File: src/rtl/fetch_pkg.sv
// Shared definitions for the instruction-fetch front end.
// Contents: fetch FSM state type, instruction width/size, word-alignment mask.
package fetch_pkg;

    typedef enum logic [1:0] {
        IDLE  = 2'd0,
        RUN   = 2'd1,
        HALT  = 2'd2,
        FAULT = 2'd3
    } state_t;

    localparam int unsigned INSTR_W     = 32;
    localparam int unsigned INSTR_BYTES = 4;
    localparam logic [1:0]  ALIGN_MASK  = 2'b11;

endpackage

File: src/rtl/instr_fetch.sv
// Instruction-fetch front end: drives a registered byte PC into a combinational
// instruction memory and captures the returned word, with its PC, into a
// valid/ready output stage feeding decode.
// Ports:
//   clk, reset_n                 clock (rising edge), async active-low reset
//   enable                       start/continue fetching
//   pc_out / inst_in             address to memory / word returned same cycle
//   redirect_valid/_target       branch/jump: load new PC and flush output stage
//   id_valid/id_ready            output handshake to decode
//   id_instr/id_pc               fetched instruction and its address
//   halted                       PC ran past end of memory
//   misaligned                   sticky fault on an unaligned redirect target
//   fetch_count                  saturating count of fetched instructions
module instr_fetch
    import fetch_pkg::*;
#(
    parameter int unsigned MEM_BYTES = 32,
    parameter int unsigned RESET_PC  = 0,
    parameter int unsigned CNT_W     = 16
) (
    input  logic                clk,
    input  logic                reset_n,
    input  logic                enable,
    output logic [31:0]         pc_out,
    input  logic [INSTR_W-1:0]  inst_in,
    input  logic                redirect_valid,
    input  logic [31:0]         redirect_target,
    output logic                id_valid,
    input  logic                id_ready,
    output logic [INSTR_W-1:0]  id_instr,
    output logic [31:0]         id_pc,
    output logic                halted,
    output logic                misaligned,
    output logic [CNT_W-1:0]    fetch_count
);

    // Highest address holding a full instruction; compared directly so no +3 overflow.
    localparam logic [31:0]      LAST_PC    = 32'(MEM_BYTES - INSTR_BYTES);
    localparam logic [31:0]      RESET_ADDR = 32'(RESET_PC);
    localparam logic [31:0]      PC_STEP    = 32'(INSTR_BYTES);
    localparam logic [CNT_W-1:0] CNT_MAX    = {CNT_W{1'b1}};

    state_t state;
    state_t state_nxt;

    logic in_range_c;
    logic target_aligned_c;
    logic fetch_c;
    logic load_pc_c;
    logic fault_c;
    logic halt_c;

    assign in_range_c       = (pc_out <= LAST_PC);
    assign target_aligned_c = ((redirect_target[1:0] & ALIGN_MASK) == 2'b00);

    // State register.
    always_ff @(posedge clk or negedge reset_n) begin
        if (!reset_n) begin
            state <= IDLE;
        end else begin
            state <= state_nxt;
        end
    end

    // Next state and per-cycle datapath controls; redirect outranks everything.
    always_comb begin
        state_nxt = state;
        fetch_c   = 1'b0;
        load_pc_c = 1'b0;
        fault_c   = 1'b0;
        halt_c    = 1'b0;
        case (state)
            IDLE: begin
                if (enable) begin
                    state_nxt = RUN;
                end
            end
            RUN: begin
                if (redirect_valid) begin
                    load_pc_c = target_aligned_c;
                    fault_c   = !target_aligned_c;
                    state_nxt = target_aligned_c ? RUN : FAULT;
                end else if (!in_range_c) begin
                    halt_c    = 1'b1;
                    state_nxt = HALT;
                end else begin
                    fetch_c = enable && (!id_valid || id_ready);
                end
            end
            HALT: begin
                if (redirect_valid) begin
                    load_pc_c = target_aligned_c;
                    fault_c   = !target_aligned_c;
                    state_nxt = target_aligned_c ? RUN : FAULT;
                end
            end
            FAULT: begin
                state_nxt = FAULT;
            end
            default: begin
                state_nxt = IDLE;
            end
        endcase
    end

    // PC, output stage and status registers; everything freezes once faulted.
    always_ff @(posedge clk or negedge reset_n) begin
        if (!reset_n) begin
            pc_out      <= RESET_ADDR;
            id_valid    <= 1'b0;
            id_instr    <= '0;
            id_pc       <= '0;
            halted      <= 1'b0;
            misaligned  <= 1'b0;
            fetch_count <= '0;
        end else if (state != FAULT) begin
            if (load_pc_c) begin
                // Flush whatever is pending, even if decode is taking it this cycle.
                pc_out   <= redirect_target;
                id_valid <= 1'b0;
                halted   <= 1'b0;
            end else if (fault_c) begin
                misaligned <= 1'b1;
                id_valid   <= 1'b0;
            end else if (fetch_c) begin
                id_instr <= inst_in;
                id_pc    <= pc_out;
                id_valid <= 1'b1;
                pc_out   <= pc_out + PC_STEP;
                if (fetch_count != CNT_MAX) begin
                    fetch_count <= fetch_count + CNT_W'(1);
                end
            end else begin
                if (halt_c) begin
                    halted <= 1'b1;
                end
                // Drain an accepted instruction when nothing replaces it.
                if (id_valid && id_ready) begin
                    id_valid <= 1'b0;
                end
            end
        end
    end

endmodule

File: config.mk
export PLATFORM = sky130hd
export DESIGN_NAME = instr_fetch
export DESIGN_NICKNAME = d
export VERILOG_FILES = /design/src/rtl/fetch_pkg.sv /design/src/rtl/instr_fetch.sv
export SDC_FILE = /design/constraint.sdc
export NUM_CORES = 1
export LEC_CHECK = 0
export CORE_MARGIN = 1.5
export CORE_UTILIZATION = 46
export CTS_BUF_LIST = sky130_fd_sc_hd__clkbuf_2 sky130_fd_sc_hd__clkbuf_4 sky130_fd_sc_hd__clkbuf_8
export DETAILED_ROUTE_END_ITERATION = 16
export PLACE_DENSITY = 0.83
export SKIP_LAST_GASP = 1
export SLEW_MARGIN = 25
export SYNTH_ARGS = -nofsm -noshare
export SYNTH_HDL_FRONTEND = slang
export SYNTH_SLANG_ARGS = --single-unit
File: constraint.sdc
create_clock -name clk -period 2.8 [get_ports clk]
set_clock_uncertainty 0.2 [all_clocks]
set_input_delay 0.28 -clock clk [delete_from_list [all_inputs] [get_ports clk]]
set_output_delay 0.28 -clock clk [all_outputs]
set_load 0.03 [all_outputs]
# Yosys cells after proc, flatten, opt, wreduce, memory -nomap -nowiden
# Index checks and enable logic that the tools add are counted.
op_classes:
  add_sub_neg: 2
  multipliers: 0
  div_mod_pow: 0
  n_lt_le_gt_ge: 1
  eq_ne: 10
  shift: 0
  muxes: 27
  bitwise_logic: 2
  reduce_logical: 18
ops:
  columns: ["cell", "count"]
  rows:
  - ["two-way mux 32 bit", 3]
  - ["adder 32 x 3 -> 32 bit, second input constant", 1]
  - ["less-or-equal comparator 32 x 5 -> 1 bit, second input constant", 1]
  - ["two-way mux 1 bit", 18]
  - ["adder 16 x 1 -> 16 bit, second input constant", 1]
  - ["inequality test 16 bit, second input constant", 1]
  - ["two-way mux 2 bit", 5]
  - ["AND reduction 3 bit", 3]
  - ["inequality test 2 bit, second input constant", 4]
  - ["one-hot mux 2 bit (4 select lines)", 1]
  - ["AND reduction 4 bit", 2]
  - ["AND reduction 5 bit", 1]
  - ["equality test 2 bit, second input constant", 2]
  - ["zero test 2 bit", 2]
  - ["nonzero test 2 bit", 2]
  - ["nonzero test 4 bit", 1]
  - ["inequality test 3 bit, second input constant", 1]
  - ["equality test 2 x 1 -> 1 bit, second input constant", 1]
  - ["logical AND 1 bit", 2]
  - ["zero test 1 bit", 2]
  - ["inequality test 2 x 1 -> 1 bit, second input constant", 1]
  - ["NOT 1 bit", 2]
  - ["AND reduction 2 bit", 1]
  - ["OR reduction 2 bit", 1]
  - ["logical OR 1 bit", 1]
totals:
  register_bits: 117
  latchBits: 0
  ramBits: 0
  romBits: 0
  input_bits: 69
  out_inout_bits: 115
  wordCells: 68
  n_memories: 0

# Longest topological paths before layout
# Gate-level depths: netlist of the first run.
logic_depth:
  depth_word: 9
  depth_mapped: 9
  ltp_nobuf: 7

# Worst setup path after synthesis of the first run
# No wires, ideal clock.
synth_timing:
  path_kind: "flip-flop to flip-flop"
  startpoint: "reg pc_out[2]"
  endpoint: "reg id_instr[14]"
  setup_ns: 0.125
  arrival_ns: 2.001
  required_time_ns: 2.475
  path_slack_ns: 0.475
  path_stages_with_launch: 8
  path_buffers: 2
  period_less_slack_ns: 2.325
  path_cell_list: "dfrtp_1 > ha_1 > nand2_1 > o2111ai_2 > nor3_2 > buf_4 > buf_4 > mux2_2"
synth_between:
  elab_chain_cells: 5
synth_lines:
  columns: ["item", "line", "rtl"]
  rows:
  - ["from (decl)", "instr_fetch.sv:24", "output logic [31:0] pc_out,"]
  - ["from (signal assigned)", "instr_fetch.sv:119", "pc_out <= redirect_target;"]
  - ["from (signal assigned)", "instr_fetch.sv:129", "pc_out <= pc_out + PC_STEP;"]
  - ["less-or-equal comparator 32 x 5 -> 1 bit", "instr_fetch.sv:53", "assign in_range_c = (pc_out <= LAST_PC);"]
  - ["two-way mux 1 bit", "instr_fetch.sv:83", "end else if (!in_range_c) begin"]
  - ["two-way mux 1 bit", "instr_fetch.sv:79", "if (redirect_valid) begin"]
  - ["two-way mux 1 bit", "instr_fetch.sv:72", "case (state)"]
  - ["AND reduction 4 bit (no line)", null, null]
  - ["to (signal assigned)", "instr_fetch.sv:126", "id_instr <= inst_in;"]
  - ["to (decl)", "instr_fetch.sv:30", "output logic [INSTR_W-1:0] id_instr,"]
# No other way between the ends.
# A chain may end at the register's enable or synchronous reset.

# Final worst setup path of the first run
layout_timing:
  startpoint: "reg state[1]"
  endpoint: "reg id_instr[30]"
layout_between:
  elab_chain_cells: 5
  word_cells_on_any_way: 10
  classes_between: "eq/ne: 3; mux: 3; bitwise: 2; reduce/logical: 2"
layout_lines:
  columns: ["item", "line", "rtl"]
  rows:
  - ["from (decl)", "instr_fetch.sv:43", "state_t state;"]
  - ["from (signal assigned)", "instr_fetch.sv:61", "state <= state_nxt;"]
  - ["equality test 2 bit or equality test 2 x 1 -> 1 bit (tied branches)", "instr_fetch.sv:72", null]
  - ["OR reduction 2 bit (no line)", null, null]
  - ["two-way mux 1 bit", null, null]
  - ["NOT 1 bit (no line)", null, null]
  - ["AND reduction 4 bit (no line) (*)", null, null]
# Mark *: on every way between the ends. The rest lies on a longest branch, timed or not.

==> results of run 1 <==
[cell usage after synthesis (3+ instances only)]
library cell / n / area (um^2)
a21oi_1: 10 / 50.1
a31oi_1: 6 / 37.5
and2_1: 29 / 181
and3_1: 5 / 31.3
buf_2: 4 / 20.0
buf_4: 5 / 37.5
clkbuf_1: 6 / 22.5
dfrtp_1: 117 / 2930
ha_1: 7 / 87.6
inv_1: 10 / 37.5
mux2_2: 45 / 507
mux2_4: 5 / 75.1
nand2_1: 13 / 48.8
nand3_1: 17 / 85.1
nand4_1: 14 / 87.6
nor2_1: 23 / 86.3
nor2b_1: 3 / 18.8
nor3_1: 7 / 35.0
nor4_1: 6 / 37.5
nor4_2: 3 / 37.5
o22a_1: 5 / 43.8
o22ai_1: 6 / 37.5
o32ai_1: 5 / 43.8
xnor2_1: 14 / 123
[metal layers]
layer  track usage [%]  wire length (um)  vias to the layer above  part of all wire, %
li1                  -                 -                     1829                    -
met1              30.3              5170                     1978                   41
met2              38.5              6260                      185                   50
met3              8.33              1010                       21                  8.0
met4              7.05               205                        0                  1.6
met5                 0                 0                        -                    0
[where the power goes]
| group | switching (mW) | internal, mW | total, mW |
|---|---|---|---|
| sequential | 0 | 1.69 | 1.69 |
| combinational | 0.0505 | 0.0886 | 0.139 |
| clock | 0.604 | 0.922 | 1.53 |
[worst max path at each step]
stage,start,endpoint,cells after the start
2_1_floorplan,pc_out[2],id_instr[14],7
3_3_place_gp,redirect_valid,id_pc[1],6
3_5_place_dp,redirect_valid,fetch_count[12],7
4_1_cts,state[1],id_instr[30],7
5_1_grt,state[1],fetch_count[12],8
6_report,state[1],id_instr[30],7
[timing repair]
action,4_1_cts,5_1_grt
hold buffers,1,0
hold endpoints to repair,32,0
gates resized for setup,0,0
[sequential cells by signal, indices dropped and copies added (netlist names)]
name         count
halted           1
fetch_count     16
state            2
misaligned       1
pc_out          32
id_pc           32
id_valid         1
id_instr        32
[area by class of cell]
class,instances,area (um^2),share of cell area [%]
multi-input combinational,254,1910,25.9
clock buffer,24,324,4.39
tap,136,170,2.30
inverter,10,37.5,0.508
clock inverter,4,70.1,0.948
sequential,117,2930,39.6
timing repair buffer,195,1950,26.3
[logic make-up (layout without fill, tap and decap cells)]
| group | Yosys count | after routing | share of synthesized area, % |
|---|---|---|---|
| compound gates | 49 | 49 | 6.95 |
| fa+ha+maj | 7 | 7 | 1.77 |
| xor+xnor | 14 | 14 | 2.48 |
| flops | 117 | 117 | 59.2 |
| buf+inv | 25 | 233 | 2.38 |
| mux | 52 | 52 | 12.2 |
| simple gates | 132 | 132 | 15.1 |
[stage by stage]
stage	cell area [um^2]	cells	hold slack, ns	worst slack [ns]
global placement	6990	711	0.0504	0.293
detailed placement	6990	711	0.0613	0.203
global route	7390	740	0.172	0.113
floorplan	4950	396	-0.216	0.475
CTS	7390	740	0.148	0.284
finish	7390	740	0.162	0.281
[cell usage in the layout (no fill, tap or decap), types with 3 or more instances in the layout]
cell type        Yosys  routed
nor2_1              23      22
clkbuf_8             0      23
nor4_1               6       6
and2_1              29      29
a31oi_1              6       6
nand4_1             14      14
mux2_4               5       5
ha_1                 7       7
nand3_1             17      17
and3_1               5       5
buf_4                5      10
o22a_1               5       5
nor2b_1              3       3
o22ai_1              6       6
dfrtp_1            117     117
o32ai_1              5       5
nand2_1             13      13
nor4_2               3       3
a21oi_1             10      10
mux2_2              45      45
inv_1               10      10
nor3_1               7       7
clkdlybuf4s50_1      0     182
xnor2_1             14      14
==> results.toml, run 1 <==
[outcome]
status = "finished clean"

[final_layout]
num-fill-cells = 765
layout-drive-gt1-share_pct = 16.2
area_growth_pct = 49.3
layout.nets = 671
final_util_pct = 71.3
diodes = 0

[grt]
grt_usage_pct = 23.8
grt_antenna_before_repair = 0
grt_pass1_wl_um = 21000
grt_pass1_vias = 4104
overflow = 0
grt_max_degree = 55

[cts]
cts_tree = "yes"
root_buffer = "clkbuf_8"
clockBufferDepth = 2
cts_htree_levels = 4
insertion_delay_ns = 0.42
cts.sinks = 117
cts_setup_buffers = 0
path_clk_slew_ns = 0.06
cts_buffers = 17

[floorplan]
die-area_mm2 = 0.0114
row_count = 37
die_w_um = 107
start_util_pct = 47.7
core_area_mm2 = 0.0104
num_io_pins = 184
die_y_um = 107

[setup_path]
worstPathMaxFanout = 23
crit_path_start_kind = "flop"
cp-end-kind = "flop"
r2r_cells = 7
arrival_ns = 2.61
ff2ff_setup_slack_ns = 0.28
crit_family = "simple AND/OR/NAND/NOR gates"
critPathSlowestCell = "dfrtp_1"
r2r-start = "state[1]"
required_ns = 2.89
regToRegEndpoint = "id_instr[30]"
critPathMaxStageDelay_ns = 0.41
worst-setup-path-type = "reg2reg"
path_buf_inv = 2
path_cells = "inv_1, ha_1, nor2b_1, nand4_1, nor3_4, buf_4, mux2_2"

[yosys]
yosysWarnings = 0
async_flop_share_pct = 100
synth_seq_cells = 117
avgSynthCellArea_um2 = 12.5
syn_area_mm2 = 0.00495
syn_inst = 396
synth_cell_types = 47
synth_ff_type = "dfrtp_1"
seq_area_frac_synth_pct = 59.2
syn_nets = 472
synth_edf_count = 0

[placed_design]
place_hpwl_um = 9340
gp_congestion = 0.864
port_buffers = 183

[sta]
post-route-min-period_ns = 2.52
setup_viol = 0
slew_headroom_pct = 57.0
fmax_mhz = 397
min_period_over_period_pct = 89.9
rsz0062_at_grt = "false"
hold_violations = 0
tightest_slew_ns = 0.629
fin_tns_setup_ns = 0
maxSlewViolCount = 0

[detailed_routing]
drt_iter0_drc = 216
drc = 0
wirelength_um = 12600
postRouteAntennaNets = 0
via_per_inst = 5.42
route.vias.total = 4013
wl_per_cell_um = 17.1
dr.pass1.iters = 5

[worst_hold_path]
hold_path_class = "in2async"

[power]
ir_worst_vdd_uv = 277
p_leak_nw = 3.31
powerDensity_mw_per_mm2 = 454
total_power_mw = 3.36

[job]
maxCapViolations = 0
(Power assumes the default switching activity.)
==> inputs of run 2 (changes only) <==
--- a/config.mk
+++ b/config.mk
@@ -10,6 +10,7 @@
 export CTS_BUF_LIST = sky130_fd_sc_hd__clkbuf_2 sky130_fd_sc_hd__clkbuf_4 sky130_fd_sc_hd__clkbuf_8
 export DETAILED_ROUTE_END_ITERATION = 16
 export PLACE_DENSITY = 0.83
+export REMOVE_ABC_BUFFERS = 1
 export SKIP_LAST_GASP = 1
 export SLEW_MARGIN = 25
 export SYNTH_ARGS = -nofsm -noshare
==> run 2 against run 1 <==
  * Setup slack lost 0.068 ns
  * Die area is the same
  * Clock power grew 13%
  * Combinational power is essentially flat
  * Critical path depth grew 1
  * Critical endpoint is now fetch_count[1]
==> results.toml, run 2 (same netlist as run 1, synthesis figures left out) <==
[grt]
grt_max_degree = 64
grt_usage_pct = 23.0
grt_pass1_wl_um = 20100
grt_pass1_vias = 3994
overflow = 0
grt_antenna_before_repair = 0

[setup_path]
crit_path_start_kind = "flop"
critPathSlowestCell = "dfrtp_1"
arrival_ns = 2.68
worstPathMaxFanout = 43
path_cells = "inv_1, ha_1, nor2b_1, nand4_1, nor3_4, buf_12, nand2_1, mux2_1"
ff2ff_setup_slack_ns = 0.21
cp-end-kind = "flop"
critPathMaxStageDelay_ns = 0.41
worst-setup-path-type = "reg2reg"
required_ns = 2.89

[final_layout]
layout-drive-gt1-share_pct = 16.6
reg.largest.list = "id_instr: 32 flops, id_pc: 32 flops, pc_out: 32 flops"
diodes = 0
final_cell_mix = "182 x clkdlybuf4s50_1, 117 x dfrtp_1, 45 x mux2_2, 29 x and2_1, 22 x nor2_1"
final_common_cell = "clkdlybuf4s50_1"
final_area_mm2 = 0.00745
final_cells = 743
layout.nets = 671
area_growth_pct = 50.4

[job]
maxCapViolations = 0

[sta]
setup_viol = 0
rsz0062_at_grt = "false"
post-route-min-period_ns = 2.59
fmax_mhz = 387
tightest_slew_ns = 0.694
hold_violations = 0
hold_slack_ns = 0.233
slew_headroom_pct = 53.8
maxSlewViolCount = 0
min_period_over_period_pct = 92.4

[cts]
cts_resized = 0
root_buffer = "clkbuf_8"
cts_htree_levels = 4
cts_buffers = 17
path_clk_slew_ns = 0.07
cts_tree = "yes"
insertion_delay_ns = 0.42
cts_setup_buffers = 0
cts.sinks = 117
clockBufferDepth = 2

[floorplan]
core_area_mm2 = 0.0104
start_util_pct = 47.7
num_io_pins = 184
die_w_um = 107
row_count = 37
die_y_um = 107
die-area_mm2 = 0.0114

[detailed_routing]
postRouteAntennaNets = 0
drc = 0
wl_per_cell_um = 17.3
via_per_inst = 5.35
wirelength_um = 12800
route.vias.total = 3972
dr.pass1.iters = 5
drt_iter0_drc = 163

[placed_design]
place_hpwl_um = 9280
place_inst = 711
port_buffers = 183
gp_congestion = 0.866
placed_cell_area_mm2 = 0.00699

[outcome]
status = "finished clean"

[power]
p_leak_nw = 3.32
powerDensity_mw_per_mm2 = 478
ir_worst_vdd_uv = 332

[worst_hold_path]
hold_path_class = "in2async"
==> run 2: repair_timing <==
item | in CTS | in global routing
hold buffers | 1 | 0
setup endpoints to repair | 0 | 0
endpoints found under the hold margin | 54 | 0
==> run 2: cell type report <==
cell class                 instances  area (um^2)
sequential                       117         2930
fill                             749         2920
timing repair buffer             195         1950
multi-input combinational        254         1910
clock buffer                      20          275
clock inverter                    11          175
tap                              136          170
inverter                          10         37.5
==> run 2: stage by stage <==
step	setup WS, ns	power (mW)	utilization, %	setup TNS (ns)
after CTS	0.194	3.59	71.8	0
after floorplan	-1.05	1.73	-	-52.68
final	0.213	3.56	71.8	0
after global placement	0.271	1.86	67.4	0
after global routing	0.0323	3.68	71.8	0
after detailed placement	0.141	1.86	67.4	0
==> run 2: worst max-delay path: cells and delay by family, from the launching register on <==
family | cells | cell delay (ns)
adders and majority gates | 1 | 0.21
and+or+nand+nor | 4 | 0.93
muxes | 1 | 0.33
DFF | 1 | 0.41
buffers and inverters | 2 | 0.38
==> run 2: power by group <==
| part | switching (mW) | internal, mW | total, mW | leakage [nW] |
|---|---|---|---|---|
| Clock | 0.688 | 1.04 | 1.73 | 0.209 |
| Combinational | 0.0518 | 0.0879 | 0.140 | 1.49 |
| Sequential | 0 | 1.69 | 1.69 | 1.61 |
| Total | 0.740 | 2.82 | 3.56 | 3.32 |
==> run 2: layer usage <==
metal / vias to the layer above / routed length, um / global-route usage (%)
met3: 23 / 998 / 8.09
li1: 1825 / - / -
met1: 1948 / 5120 / 28.3
met2: 176 / 6420 / 37.7
met4: 0 / 280 / 7.81
met5: - / 0 / 0
==> run 2: final timing paths <==
check / startpoint / endpoint / cells after the start
worst max-delay path: state[1] / fetch_count[1] / 8
max in group asynchronous: reset_n / id_instr[4] / 3
worst min-delay path: reset_n / id_pc[0] / 2
worst min register to register: misaligned / misaligned / 2
min in group clk: redirect_target[5] / pc_out[5] / 3
worst max register to register: state[1] / fetch_count[1] / 8
